`config.mk`:
```
export PLATFORM = sky130hd
export DESIGN_NAME = rk_window_controller
export DESIGN_NICKNAME = d
export VERILOG_FILES = /design/src/rtl/rk_window_pkg.sv /design/src/rtl/rk_pos_counter.sv /design/src/rtl/rk_window_controller.sv
export SDC_FILE = /design/constraint.sdc
export NUM_CORES = 1
export LEC_CHECK = 0
export CORE_MARGIN = 5
export CORE_UTILIZATION = 44
export CTS_BUF_LIST = sky130_fd_sc_hd__clkbuf_16
export CTS_CLUSTER_SIZE = 16
export DETAILED_ROUTE_END_ITERATION = 10
export GPL_TIMING_DRIVEN = 0
export PLACE_DENSITY = 0.77
export SLEW_MARGIN = 20
export SYNTH_ARGS = -nofsm -noshare
export SYNTH_HDL_FRONTEND = slang
export SYNTH_SLANG_ARGS = --single-unit
```
`constraint.sdc`:
```
create_clock -name clk -period 1.7 [get_ports clk]
set_input_delay 0.34 -clock clk [delete_from_list [all_inputs] [get_ports clk]]
set_output_delay 0.34 -clock clk [all_outputs]
set_load 0.02 [all_outputs]
```
`src/rtl/rk_window_pkg.sv`:
```
// rk_window_pkg: shared FSM encoding and parameter helpers for the row-window controller
package rk_window_pkg;
    typedef enum logic [2:0] {
        IDLE      = 3'd0,
        START     = 3'd1,
        START_ROW = 3'd2,
        SUM       = 3'd3,
        CUM       = 3'd4,
        FINISH    = 3'd5,
        DONE      = 3'd6
    } state_t;

    function automatic int width_of(input int n);
        return (n > 1) ? $clog2(n) : 1;
    endfunction

    function automatic bit win_ok(input int win, input int cols);
        return (win >= 2) && (win <= cols);
    endfunction
endpackage

```
`src/rtl/rk_pos_counter.sv`:
```
// rk_pos_counter: column/row position counter wrapping at COLS-1 with sync clear
module rk_pos_counter #(
    parameter int COLS = 11,
    parameter int ROWS = 4,
    parameter int CW = 4,
    parameter int RW = 2
) (
    input  logic          clk,
    input  logic          rst,
    input  logic          clr,
    input  logic          en,
    output logic [CW-1:0] col,
    output logic [RW-1:0] row,
    output logic          col_last,
    output logic          row_last
);
    assign col_last = col == CW'(COLS - 1);
    assign row_last = row == RW'(ROWS - 1);

    always_ff @(posedge clk) begin
        if (!rst || clr) begin
            col <= '0;
            row <= '0;
        end else if (en) begin
            col <= col_last ? '0 : col + 1'b1;
            if (col_last)
                row <= row_last ? '0 : row + 1'b1;
        end
    end
endmodule

```
`src/rtl/rk_window_controller.sv`:
```
// rk_window_controller: row-window FSM with valid/ready handshake, abort and frame re-arm
module rk_window_controller
    import rk_window_pkg::*;
#(
    parameter int COLS = 11,
    parameter int ROWS = 4,
    parameter int WIN = 3,
    parameter int CW = width_of(COLS),
    parameter int RW = width_of(ROWS)
) (
    input  logic          clk,
    input  logic          rst,
    input  logic          done_i,
    input  logic          i_start_ok,
    input  logic          in_valid,
    input  logic          out_ready,
    input  logic          abort,
    output logic          in_ready,
    output logic          start_en,
    output logic          ld_en,
    output logic          sum_en,
    output logic          cum_en,
    output logic          count_en,
    output logic          done_o,
    output logic          progress_done,
    output logic [CW-1:0] col_o,
    output logic [RW-1:0] row_o
);
    if (!win_ok(WIN, COLS)) begin : g_bad_win
        $error("rk_window_controller: WIN must satisfy 2 <= WIN <= COLS");
    end

    state_t state, state_nx;
    logic   col_last, row_last, in_win, stall, step, clr;

    assign in_win = (state == SUM) || (state == CUM);
    assign stall  = (state == CUM) && !out_ready;
    assign step   = in_win && in_valid && !stall;
    assign clr    = (abort && state != IDLE) || state == FINISH || state == IDLE;

    rk_pos_counter #(.COLS(COLS), .ROWS(ROWS), .CW(CW), .RW(RW)) u_pos (
        .clk      (clk),
        .rst      (rst),
        .clr      (clr),
        .en       (step),
        .col      (col_o),
        .row      (row_o),
        .col_last (col_last),
        .row_last (row_last)
    );

    always_ff @(posedge clk)
        state <= !rst ? IDLE : state_nx;

    always_comb begin
        state_nx      = state;
        in_ready      = in_win && !stall;
        count_en      = step;
        sum_en        = step && state == SUM;
        cum_en        = step && state == CUM;
        done_o        = state == CUM && in_valid;
        start_en      = state == START;
        ld_en         = state == START_ROW;
        progress_done = state == FINISH;
        case (state)
            IDLE:      state_nx = done_i ? START : IDLE;
            START:     state_nx = i_start_ok ? START_ROW : START;
            START_ROW: state_nx = SUM;
            SUM:       state_nx = (step && col_o == CW'(WIN - 2)) ? CUM : SUM;
            CUM:       state_nx = (step && col_last) ? (row_last ? FINISH : START_ROW) : CUM;
            FINISH:    state_nx = DONE;
            DONE:      state_nx = done_i ? DONE : IDLE;
            default:   state_nx = IDLE;
        endcase
        if (abort && state != IDLE)
            state_nx = IDLE;
    end
endmodule

```
== Word level (Yosys, flattened, before mapping) ==
Cells that the tools add are included.

* Input bits: 7
* Output and inout port bits: 14
* Bits in registers: 9
* Word-level logic and storage cells: 45

* Reduce and logical (&&, ||, !) cells: 21
* $add $sub $neg: 2
* Bitwise operators: 1
* Equality and inequality tests: 9
* Multiplexer cells: 9

{| class="wikitable"
|+ Operators with widths
! cell !! number
|-
| one-hot mux 3 bit (7 select lines) || 1
|-
| 2-to-1 mux 3 bit || 4
|-
| logical AND 1 bit || 10
|-
| == test 3 bit (second input constant) || 3
|-
| == test 3 x 2 -> 1 bit (second input constant) || 2
|-
| adder 4 x 1 -> 4 bit (second input constant) || 1
|-
| == test 4 x 1 -> 1 bit (second input constant) || 1
|-
| == test 4 bit (second input constant) || 1
|-
| logical OR 1 bit || 4
|-
| 2-to-1 mux 2 bit || 2
|-
| 2-to-1 mux 4 bit || 1
|-
| == test 3 x 1 -> 1 bit (second input constant) || 1
|-
| logical NOT 1 bit || 3
|-
| logical NOT 3 bit || 1
|-
| nonzero test 3 bit || 1
|-
| adder 2 x 1 -> 2 bit (second input constant) || 1
|-
| == test 2 bit (second input constant) || 1
|-
| AND reduction 2 bit || 1
|-
| OR reduction 2 bit || 1
|-
| 2-to-1 mux 1 bit || 1
|-
| NOT 1 bit || 1
|}

== Logic depth before layout (Yosys ltp) ==
* Depth after elaboration: 7
* Gate-level depth with buffers: 5
* Depth with buffers taken out: 5

== By module ==
Synthesis repeated with hierarchy kept, for this count alone.

* Cell total of the unflattened synthesis: 74
* Area total of the unflattened synthesis: 618.1 µm²

{| class="wikitable"
|+ By module, submodules not included
! module !! cells an instance !! instances !! sequential area each (µm²) !! area each (µm²)
|-
| rk_window_controller || 40 || 1 || 60.1 || 317.8
|-
| rk_pos_counter || 34 || 1 || 120.1 || 300.3
|}

== Worst setup path before layout ==
No wires, ideal clock.

* Path kind: register to output
* Start point: reg state[0]
* End point: out progress_done
* Cell stages (with the launch flop): 3
* Data required time: 1360 ps
* Data arrival time: 1176 ps
* Path buffers: 1
* Path slack: 184 ps
* Path through: dfxtp_1 clkbuf_1 nor3b_1

* Longest elaborated chain between the ends: 1

{| class="wikitable"
|+ RTL lines
! element !! line !! source
|-
| start: declaration || rk_window_controller.sv:33 || <nowiki>state_t state, state_nx;</nowiki>
|-
| start signal: assignment || rk_window_controller.sv:53 || <nowiki>state <= !rst ? IDLE : state_nx;</nowiki>
|-
| == test 3 bit || rk_window_controller.sv:64 || <nowiki>progress_done = state == FINISH;</nowiki>
|-
| end: declaration || rk_window_controller.sv:25 || <nowiki>output logic progress_done,</nowiki>
|}

No other way between the ends.

== Worst setup path in the final report ==
* Start point: reg state[1]
* End point: out in_ready

* Longest elaborated chain between the ends: 4
* Elaborated cells between the ends (all ways): 6
* Those cells by class: 2 x eq/ne; 4 x reduce/logical

{| class="wikitable"
|+ RTL lines
! element !! line !! source
|-
| == test 3 bit || rk_window_controller.sv:36, rk_window_controller.sv:37 ||
|-
| logical AND 1 bit || rk_window_controller.sv:37 || <nowiki>assign stall = (state == CUM) && !out_ready;</nowiki>
|-
| logical NOT 1 bit || rk_window_controller.sv:57 || <nowiki>in_ready = in_win && !stall;</nowiki>
|-
| logical AND 1 bit (*) || rk_window_controller.sv:57 ||
|-
| end: declaration || rk_window_controller.sv:18 || <nowiki>output logic in_ready,</nowiki>
|}

Every way passes the cells marked *; elsewhere a longest branch is shown, timed or not.

==> impl_metrics.json <==
{
  "async_reset_ff_share_pct": 0,
  "drv_slew": 0,
  "fp.coreArea_um2": 1450,
  "grt_pass1_wl_mm": 2.88,
  "crit_required_ns": 1.36,
  "synth_ff_type": "dfxtp_1",
  "setup_violations": 0,
  "netlist_area_um2": 656,
  "min_path_cells": 2,
  "cts_tree": "built",
  "hold_path.class": "reg2reg",
  "die_area_um2": 2360,
  "die_height_um": 48.6,
  "vdd_drop_max_uv": 853,
  "yosysMostFrequentCell": "a21oi_1",
  "drive_above_1_share_pct": 28.7,
  "n_fill_cell": 126,
  "clock.fmax_mhz": 600,
  "relSlewSlack_pct": 60.3,
  "hpwl_mm": 1.17,
  "avgSynthCellArea_um2": 8.00,
  "ioPinCount": 21,
  "clkLatencyLatePin_ns": 0.24,
  "cts_max_level": 1,
  "gr-total-overflow": 0,
  "post-route-drc-count": 0,
  "vias": 665,
  "antenna_found_initial": 0,
  "reg2regPathDepth": 5,
  "area_delta_synth_final_pct": 52.7,
  "cts-root-buf": "clkbuf_16",
  "ys_ff_latch": 9,
  "wl_per_cell_um": 13.6,
  "die_w_um": 48.6,
  "fin_ws_ns": 0.0334,
  "post-route-util_pct": 68.8,
  "slowest_delay_ns": 0.39,
  "synth_common_cells": "a21oi_1 (10), dfxtp_1 (9), nor2_1 (8), nor2b_1 (8), nand2_1 (4)",
  "hold_violations": 0,
  "synth_edf_count": 0,
  "fin_hold_ws_ns": 0.487,
  "path_buf_inv": 1,
  "maxCapViolCount": 0,
  "synth_area_leader_cell": "dfxtp_1",
  "drt-total-wl_mm": 1.69,
  "slowest_stage": "dfxtp_2",
  "synth_top_area_share_pct": 27.5,
  "initial_core_util_pct": 45.1,
  "seq_area_frac_synth_pct": 27.5,
  "p_total_w": 0.00134,
  "outcome": "completed",
  "place_congestion": 0.834,
  "cts_hold_buf": 0,
  "path_depth": 3,
  "dr.pass1.iters": 4,
  "drt_iter0_drc": 9,
  "clk_pin_slew_ns": 0.04,
  "portBuffers": 20,
  "synthTopCellsByArea": "dfxtp_1 (27%), a21oi_1 (7.6%), nor2b_1 (7.6%), nor2_1 (4.6%), o211ai_4 (3.2%)",
  "grt_max_degree": 11,
  "syn-instance-count": 82,
  "placed_area_um2": 876,
  "syn-num-nets": 90,
  "worst_pin_slew_ns": 0.594,
  "nets": 117,
  "cp-start-kind": "flip-flop",
  "rows": 14,
  "finClkSkew_ns": 0.00165,
  "grtUsageTotal_pct": 15.4,
  "cts_made_buffers": 3,
  "fin_area_um2": 1000,
  "critPathTopFamily": "simple AND/OR/NAND/NOR gates",
  "arrival_ns": 1.33,
  "powerDensity_nw_per_um2": 1340,
  "power_leakage_nw": 0.427,
  "end_kind": "primary output",
  "period_minus_slack_ns": 1.67,
  "worstPathCellList": "and4bb_2, or2_2, buf_6",
  "post-route-period-util_pct": 98.0,
  "ant_nets": 0,
  "via_per_inst": 5.36,
  "ys_warn_count": 0,
  "post-place-ws_ns": -0.618,
  "grt_pass1_vias": 641,
  "clock-sinks": 9,
  "path_class": "reg2out",
  "cp_max_fo": 5,
  "synth_cell_types": 37,
  "insertedDiodeCount": 0,
  "clockBufferDepth": 2
}
==> power breakdown <==
part           switching, W  internal (W)
combinational      0.000316      0.000296
sequential        0.0000529      0.000257
clock              0.000110      0.000310
==> cells by family after synthesis <==
kind of cell / count (synthesis) / synth area share [%]
xor+xnor: 1 / 1.34
buf+inv: 8 / 5.91
fa+ha+maj: 1 / 1.91
compound gates: 24 / 25.8
flops: 9 / 27.5
mux: 2 / 3.05
simple gates: 37 / 34.5
==> layout make-up <==
class | instances | area (um^2) | share of cell area, %
clock buffer | 3 | 75.1 | 7.50
clock inverter | 1 | 5.00 | 0.500
multi-input combinational | 65 | 468 | 46.8
buffer | 4 | 43.8 | 4.38
inverter | 4 | 15.0 | 1.50
timing repair buffer | 22 | 189 | 18.9
tap | 16 | 20.0 | 2.00
sequential | 9 | 185 | 18.5
==> per-stage QoR <==
step / setup TNS, ns / std cells
6_report: 0 / 124
3_5_place_dp: -3.35 / 118
2_1_floorplan: 0 / 82
3_3_place_gp: -3.27 / 118
4_1_cts: 0 / 123
5_1_grt: -0.0259 / 124
==> registers in the layout (all words and copies together) (netlist names) <==
name / flops
state: 3
u_pos.col: 4
u_pos.row: 2
==> per-layer routing <==
layer / share of wire (%) / up-vias / GRT usage [%]
li1: - / 348 / -
met5: 0 / - / 0
met1: 49 / 298 / 19.6
met3: 5.6 / 5 / 7.06
met4: 1.7 / 0 / 6.73
met2: 44 / 14 / 22.0
==> what timing repair did <==
| item | 4_1_cts | 5_1_grt |
|---|---|---|
| buffers inserted | 1 | 1 |
| hold endpoints to repair | 0 | 0 |
| resized for setup | 43 | 14 |
| setup endpoints to repair | 8 | 8 |
| pin swaps | 1 | 0 |
==> cells in the final DEF (no fill, tap or decap), types with 3 or more instances in the layout <==
master	n
nor2_1	8
buf_2	3
buf_4	4
dfxtp_1	7
inv_1	3
o21ai_0	3
buf_6	3
nand2_1	4
clkbuf_16	3
nor2b_1	7
a21oi_1	10
clkdlybuf4s50_1	8
==> worst min-delay path: cells and delay by family (launching register included) <==
| kind | cells | cell delay (ns) |
|---|---|---|
| flops | 1 | 0.32 |
| simple gates | 1 | 0.06 |
| compound gates | 1 | 0.05 |
==> worst paths after layout <==
kind | to | slack [ns] | start
worst min-delay path | u_pos.row[0]$_SDFFE_PP0P_ | 0.49 | u_pos.row[0]$_SDFFE_PP0P_
worst max-delay path | in_ready | 0.03 | state[1]$_SDFF_PP0_
worst min register to register | u_pos.row[0]$_SDFFE_PP0P_ | 0.49 | u_pos.row[0]$_SDFFE_PP0P_
worst max register to register | state[1]$_SDFF_PP0_ | 0.15 | state[0]$_SDFF_PP0_
No activity file was read; power rests on OpenSTA's default activity.
